File: src/rtl/serial_sub_pkg.sv
// Shared types and helpers for the digit-serial subtractor.
package serial_sub_pkg;

  typedef enum logic [1:0] {S_IDLE, S_RUN, S_DONE} state_t;

  // Step counter width; a single-digit operation still needs one bit.
  function automatic int cnt_width(input int n);
    return (n <= 1) ? 1 : $clog2(n);
  endfunction

endpackage

File: src/rtl/serial_subtractor_fs_digit.sv
// Combinational DIGIT-bit ripple of full-subtractor cells: d = x - y - bi.
module fs_digit #(
  parameter int DIGIT = 4
) (
  input  logic [DIGIT-1:0] x,
  input  logic [DIGIT-1:0] y,
  input  logic             bi,
  output logic [DIGIT-1:0] d,
  output logic             bo
);

  logic [DIGIT:0] w_br;

  assign w_br[0] = bi;

  for (genvar i = 0; i < DIGIT; i++) begin : g_cell
    assign d[i]        = x[i] ^ y[i] ^ w_br[i];
    // Borrow when y beats x outright, or they tie and a borrow is pending.
    assign w_br[i+1]   = (~x[i] & y[i]) | (~(x[i] ^ y[i]) & w_br[i]);
  end

  assign bo = w_br[DIGIT];

endmodule

File: src/rtl/serial_subtractor.sv
// Multi-cycle WIDTH-bit subtractor, DIGIT bits per clock, LSB digit first.
// Optional signed overflow flag enabled by defining SIGNED_OVF_EN.
module serial_subtractor
  import serial_sub_pkg::*;
#(
  parameter int WIDTH = 16,
  parameter int DIGIT = 4
) (
  input  logic             clk,
  input  logic             rst,
  input  logic             start,
  input  logic [WIDTH-1:0] a,
  input  logic [WIDTH-1:0] b,
  input  logic             bin,
  output logic             ready,
  output logic             done,
  output logic [WIDTH-1:0] diff,
  output logic             borrow,
  output logic             ovf
);

  localparam int N  = WIDTH / DIGIT;
  localparam int CW = cnt_width(N);

  if (WIDTH < 1 || DIGIT < 1 || DIGIT > WIDTH || (WIDTH % DIGIT) != 0) begin : g_bad_cfg
    $error("serial_subtractor: DIGIT must divide WIDTH and lie in 1..WIDTH");
  end

  state_t           r_state, w_next;
  logic [WIDTH-1:0] r_a, r_b, r_d, r_diff;
  logic             r_bor, r_borrow;
  logic [CW-1:0]    r_cnt;
  logic [DIGIT-1:0] w_dig;
  logic             w_bo, w_last;
  logic [WIDTH-1:0] w_dext, w_dnext;

  fs_digit #(.DIGIT(DIGIT)) u_fs (
    .x  (r_a[DIGIT-1:0]),
    .y  (r_b[DIGIT-1:0]),
    .bi (r_bor),
    .d  (w_dig),
    .bo (w_bo)
  );

  assign w_last  = (r_cnt == CW'(N - 1));
  // New digit enters at the MSB end so the LSB digit lands at bit 0 after N steps.
  assign w_dext  = WIDTH'(w_dig);
  assign w_dnext = (r_d >> DIGIT) | (w_dext << (WIDTH - DIGIT));

  always_comb begin
    w_next = r_state;
    case (r_state)
      S_IDLE:  if (start) w_next = S_RUN;
      S_RUN:   if (w_last) w_next = S_DONE;
      S_DONE:  w_next = S_IDLE;
      default: w_next = S_IDLE;
    endcase
  end

  always_ff @(posedge clk) begin
    if (rst) begin
      r_state  <= S_IDLE;
      r_a      <= '0;
      r_b      <= '0;
      r_d      <= '0;
      r_bor    <= 1'b0;
      r_cnt    <= '0;
      r_diff   <= '0;
      r_borrow <= 1'b0;
    end else begin
      r_state <= w_next;
      case (r_state)
        S_IDLE: if (start) begin
          r_a   <= a;
          r_b   <= b;
          r_bor <= bin;
          r_d   <= '0;
          r_cnt <= '0;
        end
        S_RUN: begin
          r_a   <= r_a >> DIGIT;
          r_b   <= r_b >> DIGIT;
          r_d   <= w_dnext;
          r_bor <= w_bo;
          r_cnt <= r_cnt + 1'b1;
          if (w_last) begin
            r_diff   <= w_dnext;
            r_borrow <= w_bo;
          end
        end
        default: ;
      endcase
    end
  end

`ifdef SIGNED_OVF_EN
  logic r_as, r_bs, r_ovf;

  // Operand signs are captured at accept because the shift regs lose them.
  always_ff @(posedge clk) begin
    if (rst) begin
      r_as  <= 1'b0;
      r_bs  <= 1'b0;
      r_ovf <= 1'b0;
    end else if (r_state == S_IDLE && start) begin
      r_as <= a[WIDTH-1];
      r_bs <= b[WIDTH-1];
    end else if (r_state == S_RUN && w_last) begin
      r_ovf <= (r_as != r_bs) && (w_dnext[WIDTH-1] != r_as);
    end
  end

  assign ovf = r_ovf;
`else
  assign ovf = 1'b0;
`endif

  assign ready  = (r_state == S_IDLE);
  assign done   = (r_state == S_DONE);
  assign diff   = r_diff;
  assign borrow = r_borrow;

endmodule
File: config.mk
export PLATFORM = sky130hd
export DESIGN_NAME = serial_subtractor
export DESIGN_NICKNAME = d
export VERILOG_FILES = /design/src/rtl/serial_sub_pkg.sv /design/src/rtl/serial_subtractor_fs_digit.sv /design/src/rtl/serial_subtractor.sv
export SDC_FILE = /design/constraint.sdc
export NUM_CORES = 1
export LEC_CHECK = 0
export ABC_CLOCK_PERIOD_IN_PS = 6060
export CAP_MARGIN = 15
export CORE_AREA = 4 4 101 103
export DETAILED_ROUTE_END_ITERATION = 7
export DIE_AREA = 0 0 105 107
export GPL_ROUTABILITY_DRIVEN = 0
export HOLD_SLACK_MARGIN = 0.06
export SLEW_MARGIN = 20
export SYNTH_ARGS = -nofsm -noshare
export SYNTH_HDL_FRONTEND = slang
export SYNTH_SLANG_ARGS = --single-unit
File: constraint.sdc
create_clock -name clk -period 6.06 [get_ports clk]
set_input_delay 0.909 -clock clk [delete_from_list [all_inputs] [get_ports clk]]
set_output_delay 0.909 -clock clk [all_outputs]
set_load 0.1 [all_outputs]
==> flow_summary.ini <==
[run_status]
status = complete, no violations

[critical_path]
cp-end-kind = output port
cp.required_ns = 5.15
path_max_fanout = 13
start_kind = flop
critPathKind = flop to output port
crit_arrival_ns = 2.15

[timing]
relSlewSlack = 0.351
tightest_slew_ns = 0.971
fin_crit_ns = 3.06
drv_slew = 0
holdWs_ns = 0.451
finalHoldViolations = 0
skew_ns = 0.00890
fin_crit_sh = 0.504
rsz0062_at_grt = false
max_freq_mhz = 327
finalSetupViolCount = 0
fin_tns_setup_ns = 0

[power_and_ir_drop]
peakVddDrop_mv = 0.0864
combPwrFrac = 0.133
p_seq_frac = 0.491
cellLeakagePower_nw = 1.25
netSwitchingPower_w = 0.000242
switching_share = 0.252
powerDensity_nw_per_um2 = 279
pwr-share-clk = 0.376
p_int_w = 0.000716

[synth]
synthTopCellsByArea = dfxtp_1, a21oi_1, nor2_1, o221a_2, a211oi_1
yosysSeqAreaShare = 0.486
synth.largest_area_cell = dfxtp_1
synth_top_cell_area_share = 0.486
syn_area_per_cell_um2 = 9.54
synth-seq-cells = 66
synth_area_um2 = 2720
synth_flop_cell = dfxtp_1
synth_cell_type_count = 28
synthCells = 285
ys_top_cells_by_count = dfxtp_1, nor2_1, a21oi_1
yosysMostFrequentCell = dfxtp_1
async_flop_share = 0
ys_warn_count = 0
synth_nets = 326
synth_edf_count = 0

[die]
die-area_um2 = 11200
fp.dieH_um = 107
core-area_um2 = 9200
fp.dieW_um = 105
ios = 56
start_util = 0.296
std_cell_rows = 35

[clock_network]
cts_tree = yes
cts_root_buf = clkbuf_8
postCtsSetupRepairBufs = 0
cts.clk_slew.worst_paths_ns = 0.06
cts_hold_buf = 0
htreeDepth = 3
clk_latency_ns = 0.34
cts_buffers = 9
cts.path.max_buffers = 2
post_cts_resized = 0
cts.sinks = 66

[placement]
io_buffer_count = 54
dp_hpwl_um = 4060
dpl_cell_area_um2 = 3240

[final_layout]
final_cell_area_um2 = 3430
finalNetCount = 370
insertedDiodeCount = 0
fillCellCount = 953
drive_gt1_frac = 0.102
area_growth_pct = 26.2

[global_route]
overflow = 0
grt_pass1_vias = 1909
grt_pass1_wl_um = 9450
antenna_found_initial = 0
track_usage = 0.107
grt_max_degree = 67

[drt]
drt-pass1-iter-count = 4
drt_iter0_markers = 112
ant_nets = 0
post-route-drc-count = 0
wl_per_cell_um = 13.3
totalWireLength_um = 5910
viasPerCell = 4.69
via_count = 2082

[min_path]
hold_class = flop to flop

[job]
drv_cap = 0
per-layer routing:
layer  wire (µm)  vias up  track usage
li1            -     1075            -
met1        2820      950        0.140
met2        2690       47        0.159
met3         291       10       0.0331
met4         104        0       0.0534
met5           0        -            0
cells by family (layout without fill, tap and decap cells):
family                     Yosys count  after routing  share of synthesized area
buffers and inverters               44             92                     0.0939
AOI/OAI and AO/OA                   84             84                      0.226
adders and majority gates            5              5                     0.0341
and+or+nand+nor                     74             74                      0.118
muxes                               11             11                     0.0405
other                                1              1                    0.00138
DFF                                 66             66                      0.486
power by group through the flow:
stage	logic, W	clock network (W)	registers [W]
floorplan	0.0000916	0	0.000478
global placement	0.000126	0	0.000479
detailed placement	0.000129	0	0.000480
CTS	0.000129	0.000372	0.000470
global route	0.000141	0.000392	0.000473
finish	0.000127	0.000360	0.000470
cell usage in the layout (no fill, tap or decap), types with 10 or more instances in the layout:
| cell | count |
|---|---|
| o221a_2 | 12 |
| nand2_1 | 26 |
| clkbuf_8 | 10 |
| clkdlybuf4s50_1 | 53 |
| inv_1 | 20 |
| nor2_1 | 37 |
| a211oi_1 | 16 |
| a22oi_1 | 15 |
| mux2i_1 | 11 |
| dfxtp_1 | 66 |
| a21oi_1 | 30 |
final timing paths:
kind,end,slack [ns],startpoint,cells after the start
setup / recovery,done,3.00,r_state[1],2
hold / removal,diff[11],0.45,diff[11],2
setup reg to reg,r_d[15],3.59,r_a[0],8
hold reg to reg,diff[11],0.45,diff[11],2
registers in the layout, indices dropped and copies added (netlist names):
name and cells:
diff 16, r_a 16, r_b 16, r_d 12, r_cnt 2, r_state 2, borrow 1, r_bor 1
final cells by class:
| type | instances | area (µm²) | area share |
|---|---|---|---|
| Clock buffer | 10 | 138 | 0.0401 |
| Timing Repair Buffer | 57 | 561 | 0.163 |
| Inverter | 20 | 75.1 | 0.0219 |
| Tap cell | 111 | 139 | 0.0405 |
| Clock inverter | 5 | 55.1 | 0.0160 |
| Multi-Input combinational cell | 175 | 1140 | 0.333 |
| Sequential cell | 66 | 1320 | 0.385 |
through the flow:
stage | utilization | cells | setup slack (ns) | power (W)
floorplan | - | 285 | 3.22 | 0.000569
global placement | 0.352 | 429 | 3.35 | 0.000606
detailed placement | 0.352 | 429 | 3.34 | 0.000609
CTS | 0.373 | 444 | 2.97 | 0.000972
global route | 0.373 | 444 | 2.88 | 0.00101
finish | 0.373 | 444 | 3.00 | 0.000958
critical path, cell delays in order, from the launching register on:
cell and delay, ns:
dfxtp_1 0.51, nor2b_1 0.18, clkdlybuf4s50_1 1.13
No activity file was read; power rests on OpenSTA's default activity.
